File: config.mk
export PLATFORM = sky130hd
export DESIGN_NAME = hazard_forward_unit
export DESIGN_NICKNAME = d
export VERILOG_FILES = /design/src/rtl/hazard_forward_unit_pkg.sv /design/src/rtl/hazard_forward_unit_fwd_select.sv /design/src/rtl/hazard_forward_unit.sv
export SDC_FILE = /design/constraint.sdc
export NUM_CORES = 1
export LEC_CHECK = 0
export CAP_MARGIN = 40
export CORE_ASPECT_RATIO = 0.6
export CORE_MARGIN = 1
export CORE_UTILIZATION = 27
export CTS_CLUSTER_DIAMETER = 100
export DETAILED_ROUTE_END_ITERATION = 8
export GPL_TIMING_DRIVEN = 1
export HOLD_SLACK_MARGIN = 0.06
export SYNTH_ARGS = -nofsm -noshare
export SYNTH_HDL_FRONTEND = slang
export SYNTH_HIERARCHICAL = 1
export SYNTH_SLANG_ARGS = --single-unit
File: constraint.sdc
create_clock -name Clk -period 2.25 [get_ports Clk]
set_input_delay 0.225 -clock Clk [delete_from_list [all_inputs] [get_ports Clk]]
set_output_delay 0.225 -clock Clk [all_outputs]
set_load 0.02 [all_outputs]
File: src/rtl/hazard_forward_unit_pkg.sv
// rtl/hazard_forward_unit_pkg.sv - shared select encodings and pipeline stage-entry types
package hazard_forward_unit_pkg;

  localparam int REG_AW = 5;

  localparam logic [1:0] FWD_REGFILE = 2'b00;
  localparam logic [1:0] FWD_MEMWB   = 2'b01;
  localparam logic [1:0] FWD_EXMEM   = 2'b10;

  typedef logic [REG_AW-1:0] reg_addr_t;

  localparam reg_addr_t REG_ZERO = '0;

  typedef struct packed {
    logic      valid;
    reg_addr_t rs;
    reg_addr_t rt;
    logic      uses_rs;
    logic      uses_rt;
    reg_addr_t dst;
    logic      reg_write;
    logic      mem_read;
  } ex_entry_t;

  typedef struct packed {
    logic      valid;
    reg_addr_t dst;
    logic      reg_write;
    logic      mem_read;
  } mem_entry_t;

  typedef struct packed {
    logic      valid;
    reg_addr_t dst;
    logic      reg_write;
  } wb_entry_t;

endpackage

File: src/rtl/hazard_forward_unit_fwd_select.sv
// rtl/hazard_forward_unit_fwd_select.sv - single EX operand forward-select priority logic
module fwd_select
  import hazard_forward_unit_pkg::*;
(
  input  logic       ex_valid,
  input  logic       uses_src,
  input  reg_addr_t  src,
  input  mem_entry_t mem_entry,
  input  wb_entry_t  wb_entry,
  output logic [1:0] fwd_sel
);

  logic operand_live;
  logic mem_hit;
  logic wb_hit;

  always_comb begin
    operand_live = ex_valid & uses_src & (src != REG_ZERO);
    // A load in MEM has no result on the EX/MEM ALU path yet; only its WB copy may forward.
    mem_hit = operand_live & mem_entry.valid & mem_entry.reg_write &
              ~mem_entry.mem_read & (mem_entry.dst == src);
    wb_hit  = operand_live & wb_entry.valid & wb_entry.reg_write & (wb_entry.dst == src);
    fwd_sel = FWD_REGFILE;
    if (mem_hit) begin
      fwd_sel = FWD_EXMEM;
    end else if (wb_hit) begin
      fwd_sel = FWD_MEMWB;
    end
  end

endmodule

File: src/rtl/hazard_forward_unit.sv
// rtl/hazard_forward_unit.sv - EX operand forwarding selects and load-use stall for the 5-stage pipeline
module hazard_forward_unit
  import hazard_forward_unit_pkg::*;
#(
  parameter int REG_ADDR_WIDTH = REG_AW,
  parameter int CNT_WIDTH      = 16
) (
  input  logic                      Clk,
  input  logic                      Reset_n,
  input  logic                      IdValid,
  input  logic [REG_ADDR_WIDTH-1:0] IdRs,
  input  logic [REG_ADDR_WIDTH-1:0] IdRt,
  input  logic                      IdUsesRs,
  input  logic                      IdUsesRt,
  input  logic [REG_ADDR_WIDTH-1:0] IdWriteReg,
  input  logic                      IdRegWrite,
  input  logic                      IdMemRead,
  input  logic                      Flush,
  input  logic                      Freeze,
  output logic [1:0]                ForwardA,
  output logic [1:0]                ForwardB,
  output logic                      Stall,
  output logic [CNT_WIDTH-1:0]      StallCount
);

  ex_entry_t            ex_q, ex_d;
  mem_entry_t           mem_q, mem_d;
  wb_entry_t            wb_q, wb_d;
  logic [CNT_WIDTH-1:0] stall_count_q, stall_count_d;

  ex_entry_t id_entry;
  logic      load_in_ex;
  logic      rs_hit;
  logic      rt_hit;
  logic      stall;

  always_comb begin
    id_entry.valid     = IdValid;
    id_entry.rs        = IdRs;
    id_entry.rt        = IdRt;
    id_entry.uses_rs   = IdUsesRs;
    id_entry.uses_rt   = IdUsesRt;
    id_entry.dst       = IdWriteReg;
    id_entry.reg_write = IdRegWrite;
    id_entry.mem_read  = IdMemRead;

    load_in_ex = ex_q.valid & ex_q.mem_read & ex_q.reg_write & (ex_q.dst != REG_ZERO);
    rs_hit     = IdUsesRs & (IdRs == ex_q.dst);
    rt_hit     = IdUsesRt & (IdRt == ex_q.dst);
    // A taken branch kills the ID instruction, so there is nothing left to protect.
    stall      = IdValid & ~Flush & load_in_ex & (rs_hit | rt_hit);
  end

  always_comb begin
    ex_d          = ex_q;
    mem_d         = mem_q;
    wb_d          = wb_q;
    stall_count_d = stall_count_q;
    if (!Freeze) begin
      wb_d.valid      = mem_q.valid;
      wb_d.dst        = mem_q.dst;
      wb_d.reg_write  = mem_q.reg_write;

      mem_d.valid     = ex_q.valid;
      mem_d.dst       = ex_q.dst;
      mem_d.reg_write = ex_q.reg_write;
      mem_d.mem_read  = ex_q.mem_read;

      if (IdValid && !stall && !Flush) begin
        ex_d = id_entry;
      end else begin
        ex_d = '0;
      end

      if (stall && (stall_count_q != {CNT_WIDTH{1'b1}})) begin
        stall_count_d = stall_count_q + {{(CNT_WIDTH-1){1'b0}}, 1'b1};
      end
    end
  end

  always_ff @(posedge Clk) begin
    if (!Reset_n) begin
      ex_q          <= '0;
      mem_q         <= '0;
      wb_q          <= '0;
      stall_count_q <= '0;
    end else begin
      ex_q          <= ex_d;
      mem_q         <= mem_d;
      wb_q          <= wb_d;
      stall_count_q <= stall_count_d;
    end
  end

  fwd_select u_fwd_a (
    .ex_valid  (ex_q.valid),
    .uses_src  (ex_q.uses_rs),
    .src       (ex_q.rs),
    .mem_entry (mem_q),
    .wb_entry  (wb_q),
    .fwd_sel   (ForwardA)
  );

  fwd_select u_fwd_b (
    .ex_valid  (ex_q.valid),
    .uses_src  (ex_q.uses_rt),
    .src       (ex_q.rt),
    .mem_entry (mem_q),
    .wb_entry  (wb_q),
    .fwd_sel   (ForwardB)
  );

  assign Stall      = stall;
  assign StallCount = stall_count_q;

endmodule

==> metrics.txt <==
# TYPE chip_impl_metric gauge
chip_impl_info{name="run_status",value="finished, final reports clean"} 1
chip_impl_info{name="r2r_start",value="StallCount[2]"} 1
chip_impl_metric{name="nNetsFinal",unit=""} 363
chip_impl_metric{name="setup_viol_count_final",unit=""} 0
chip_impl_metric{name="postSynthAreaPerCell",unit="µm²"} 9.585
chip_impl_metric{name="rows",unit=""} 27
chip_impl_metric{name="max_freq",unit="GHz"} 0.4524
chip_impl_metric{name="gp_congestion",unit=""} 0.8160
chip_impl_metric{name="finish.instance_area",unit="µm²"} 3540
chip_impl_info{name="min-delay-path-class",value="register to register"} 1
chip_impl_metric{name="dp.final_hpwl",unit="mm"} 5.341
chip_impl_metric{name="cts.htree.levels",unit=""} 2
chip_impl_metric{name="floorplan.die_area",unit="µm²"} 9921
chip_impl_info{name="worstSetupStartpoint",value="mem_q[4]"} 1
chip_impl_metric{name="insertion_delay",unit="ns"} 0.29
chip_impl_metric{name="clock-skew-final",unit="ns"} 0.004069
chip_impl_metric{name="switching_power",unit="mW"} 0.4481
chip_impl_metric{name="critPathMaxStageDelay",unit="ns"} 0.56
chip_impl_metric{name="internal-power",unit="mW"} 1.541
chip_impl_metric{name="area_of_the_core",unit="µm²"} 9189
chip_impl_metric{name="synth.lib_cells_used.distinct",unit=""} 39
chip_impl_metric{name="timing.critical_path.required",unit="ns"} 2.03
chip_impl_info{name="end_kind",value="output pin"} 1
chip_impl_metric{name="synth.cell_area",unit="µm²"} 2569
chip_impl_metric{name="via_count_of_the_first_global_routing_pass",unit=""} 2187
chip_impl_metric{name="fin_ws",unit="ns"} 0.03977
chip_impl_metric{name="register_area",unit="µm²"} 1035
chip_impl_metric{name="detailedPlace.worstSlack",unit="ns"} -0.2542
chip_impl_metric{name="final.period_utilization",unit=""} 0.9823
chip_impl_metric{name="area.growth.synth_to_final",unit="%"} 37.80
chip_impl_metric{name="grt_start_max_net_pins",unit=""} 29
chip_impl_metric{name="power.sequential.fraction",unit=""} 0.466
chip_impl_metric{name="drt.antenna.violating_nets",unit=""} 0
chip_impl_metric{name="stdcell_count",unit=""} 469
chip_impl_metric{name="detail_route.iter0.violations",unit=""} 111
chip_impl_metric{name="whs",unit="ns"} 0.4947
chip_impl_metric{name="power_frac_clock",unit=""} 0.442
chip_impl_metric{name="worst-slew-pin-transition",unit="ns"} 0.5215
chip_impl_metric{name="post-route-min-period",unit="ns"} 2.210
chip_impl_metric{name="overall_power_of_the_completed_layout",unit="mW"} 1.989
chip_impl_metric{name="routed_via_density",unit=""} 4.889
chip_impl_metric{name="synth-async-reset-ratio",unit=""} 0
chip_impl_info{name="crit_path_top_delay_cell",value="sky130_fd_sc_hd__or4_4"} 1
chip_impl_metric{name="vias",unit=""} 2293
chip_impl_metric{name="seq_area_frac_synth",unit=""} 0.3975
chip_impl_metric{name="first_pass_grt_wire_length",unit="mm"} 11.61
chip_impl_metric{name="report.final.hold_viol_count",unit=""} 0
chip_impl_metric{name="path_clk_slew",unit="ns"} 0.07
chip_impl_info{name="startpoint_kind_of_the_worst_setup_timing_path",value="register"} 1
chip_impl_metric{name="cp_data_arrival_time",unit="ns"} 1.99
chip_impl_metric{name="number_of_pins_with_negative_max_slew_slack_in_the_final_report",unit=""} 0
chip_impl_metric{name="pwr_density_cell",unit="nW/µm²"} 562.0
chip_impl_metric{name="synth-seq-cells",unit=""} 51
chip_impl_metric{name="detail_route.wirelength",unit="mm"} 7.173
chip_impl_metric{name="floorplan.initialDensity",unit=""} 0.2795
chip_impl_metric{name="cap_violations",unit=""} 0
chip_impl_metric{name="synth_enable_flop_cells",unit=""} 0
chip_impl_metric{name="n_fill_cell",unit=""} 936
chip_impl_info{name="timing.setup.critical_path_class",value="register to output pin"} 1
chip_impl_info{name="synth_flop_cell",value="sky130_fd_sc_hd__dfxtp_1"} 1
chip_impl_metric{name="synth_fp_nets",unit=""} 293
chip_impl_metric{name="globalRoute.totalOverflow",unit=""} 0
chip_impl_metric{name="dpl_cell_area",unit="µm²"} 3366
chip_impl_metric{name="drt_pass1_iterations",unit=""} 4
chip_impl_metric{name="drive_gt1_frac",unit=""} 0.2183
chip_impl_metric{name="pwr-share-comb",unit=""} 0.092
chip_impl_metric{name="die_y",unit="µm"} 77.56
chip_impl_metric{name="placed_cells_incl_taps",unit=""} 460
chip_impl_info{name="clock_tree_from_tritoncts",value="built"} 1
chip_impl_info{name="holdCritStartpoint",value="StallCount[4]"} 1
chip_impl_metric{name="tns",unit="ns"} 0
chip_impl_metric{name="top_level_ports",unit=""} 45
chip_impl_metric{name="clock_tree.buffer_depth",unit=""} 2
chip_impl_metric{name="grt_usage",unit=""} 0.1512
chip_impl_metric{name="antenna_found_initial",unit=""} 0
chip_impl_metric{name="timing.critical_path.fanout_max",unit=""} 4
chip_impl_metric{name="synth.yosys.warnings",unit=""} 6
chip_impl_metric{name="switching_share",unit=""} 0.2253
chip_impl_metric{name="detail_route.wl_per_cell",unit="µm"} 15.29
chip_impl_metric{name="port_buffers",unit=""} 44
chip_impl_info{name="rsz0062_at_grt",value="yes"} 1
chip_impl_metric{name="syn_inst",unit=""} 268
chip_impl_metric{name="vdd_ir_max",unit="V"} 0.0002638
chip_impl_metric{name="tritoncts.num_buffers",unit=""} 5
chip_impl_metric{name="diodes",unit=""} 0
chip_impl_info{name="cts_root_buffer",value="sky130_fd_sc_hd__clkbuf_16"} 1
chip_impl_metric{name="leakage",unit="nW"} 1.264
chip_impl_info{name="critical_path.cell_chain",value="xnor2_1, nand4_1, or4_4, nor4b_4, clkdlybuf4s15_1"} 1
chip_impl_metric{name="final_core_util",unit=""} 0.3852
chip_impl_metric{name="multiInputGateArea",unit="µm²"} 1463
chip_impl_metric{name="die_w",unit="µm"} 127.9
chip_impl_metric{name="relSlewSlack",unit=""} 0.6478
chip_impl_metric{name="clkSinkCount",unit=""} 51
chip_impl_metric{name="drc",unit=""} 0
sequential cells by signal, summed over array words and instances, names as in the netlist:
signal      count
wb_q            7
ex_q           20
mem_q           8
StallCount     16
critical path, delay by kind of cell, from the launching register on:
kind / cells / cell delay, ns
xor gates and xnor gates: 1 / 0.13
DFF: 1 / 0.38
buffers and inverters: 1 / 0.29
and+or+nand+nor: 3 / 0.89
layer usage:
metal  part of all wire  up-vias  wire length (µm)  GRT usage
li1                   -     1132                 -          -
met1               0.54     1089              3871     0.2321
met2               0.39       62              2832     0.2082
met3              0.055       10               395    0.03241
met4              0.010        0                73    0.03882
met5                  0        -                 0          0
timing repair:
action / CTS / global route
buffers inserted: 0 / 1
pin swaps: 0 / 1
gates resized for setup: 13 / 13
hold endpoints to repair: 0 / 0
hold buffers: 0 / 0
endpoints found under the setup margin: 5 / 12
gates cloned: 0 / 0
worst paths after layout:
path                            slack [ns]  cells past startpoint              to
worst max-delay path                  0.04                      5     ForwardA[0]
worst max register to register        0.13                      5  StallCount[14]
worst min-delay path                  0.49                      2   StallCount[4]
worst min register to register        0.49                      2   StallCount[4]
power groups by stage:
| stage | clock, mW | sequential, mW | combinational (mW) |
|---|---|---|---|
| after detailed placement | 0 | 0.949 | 0.182 |
| after floorplan | 0 | 0.947 | 0.0844 |
| after global placement | 0 | 0.948 | 0.181 |
| after CTS | 0.898 | 0.928 | 0.183 |
| final | 0.878 | 0.927 | 0.184 |
| after global routing | 0.933 | 0.928 | 0.198 |
cells in the final DEF (no fill, tap or decap), types with 3 or more instances in the layout:
cell	netlist	layout
sky130_fd_sc_hd__o41ai_1	3	3
sky130_fd_sc_hd__dfxtp_1	51	42
sky130_fd_sc_hd__nor4_1	3	3
sky130_fd_sc_hd__dfxtp_2	0	8
sky130_fd_sc_hd__a22o_1	19	19
sky130_fd_sc_hd__or2_2	3	3
sky130_fd_sc_hd__or4_4	3	4
sky130_fd_sc_hd__xnor2_2	4	4
sky130_fd_sc_hd__or4_1	14	13
sky130_fd_sc_hd__nor2_1	22	22
sky130_fd_sc_hd__clkbuf_2	0	4
sky130_fd_sc_hd__mux2i_1	18	18
sky130_fd_sc_hd__buf_4	2	35
sky130_fd_sc_hd__clkdlybuf4s50_1	0	39
sky130_fd_sc_hd__nand2_1	16	16
sky130_fd_sc_hd__clkbuf_16	0	5
sky130_fd_sc_hd__xnor2_1	24	24
sky130_fd_sc_hd__o31ai_1	9	9
sky130_fd_sc_hd__nand2b_1	4	4
sky130_fd_sc_hd__nand4_1	10	10
sky130_fd_sc_hd__nand3_1	9	9
sky130_fd_sc_hd__a21oi_1	12	12
sky130_fd_sc_hd__or3_1	4	4
area by class of cell:
type,instances,area share
multi-input combinational,198,0.4132
sequential,51,0.2923
timing repair buffer,80,0.1987
tap,130,0.04595
clock buffer,5,0.03535
clock inverter,3,0.01237
inverter,2,0.002121
kinds of logic after synthesis:
group | synth area share
buffers and inverters | 0.03653
AO/OA/AOI/OAI | 0.1534
AND/OR/NAND/NOR | 0.2236
multiplexers | 0.07014
XOR/XNOR | 0.1140
adder cells (fa/ha/maj) | 0.004870
flip-flops | 0.3975
synth_stat cells, types with 2 or more instances:
library cell / count / area, µm²
sky130_fd_sc_hd__dfxtp_1: 51 / 1021
sky130_fd_sc_hd__xnor2_1: 24 / 210.2
sky130_fd_sc_hd__nor2_1: 22 / 82.58
sky130_fd_sc_hd__a22o_1: 19 / 166.4
sky130_fd_sc_hd__mux2i_1: 18 / 180.2
sky130_fd_sc_hd__nand2_1: 16 / 60.06
sky130_fd_sc_hd__or4_1: 14 / 105.1
sky130_fd_sc_hd__a21oi_1: 12 / 60.06
sky130_fd_sc_hd__clkbuf_1: 11 / 41.29
sky130_fd_sc_hd__nand4_1: 10 / 62.56
sky130_fd_sc_hd__nand3_1: 9 / 45.04
sky130_fd_sc_hd__o31ai_1: 9 / 67.56
sky130_fd_sc_hd__nand2b_1: 4 / 25.02
sky130_fd_sc_hd__or3_1: 4 / 25.02
sky130_fd_sc_hd__xnor2_2: 4 / 65.06
sky130_fd_sc_hd__nor4_1: 3 / 18.77
sky130_fd_sc_hd__o41ai_1: 3 / 26.28
sky130_fd_sc_hd__or2_2: 3 / 18.77
sky130_fd_sc_hd__or4_4: 3 / 33.78
sky130_fd_sc_hd__buf_1: 2 / 7.510
sky130_fd_sc_hd__buf_4: 2 / 15.01
sky130_fd_sc_hd__buf_6: 2 / 22.52
sky130_fd_sc_hd__nor3_1: 2 / 10.01
sky130_fd_sc_hd__nor4b_4: 2 / 47.55
sky130_fd_sc_hd__o211ai_2: 2 / 25.02
sky130_fd_sc_hd__o21ai_0: 2 / 10.01
sky130_fd_sc_hd__or3b_1: 2 / 17.52
sky130_fd_sc_hd__xor2_1: 2 / 17.52
(Power assumes the default switching activity.)
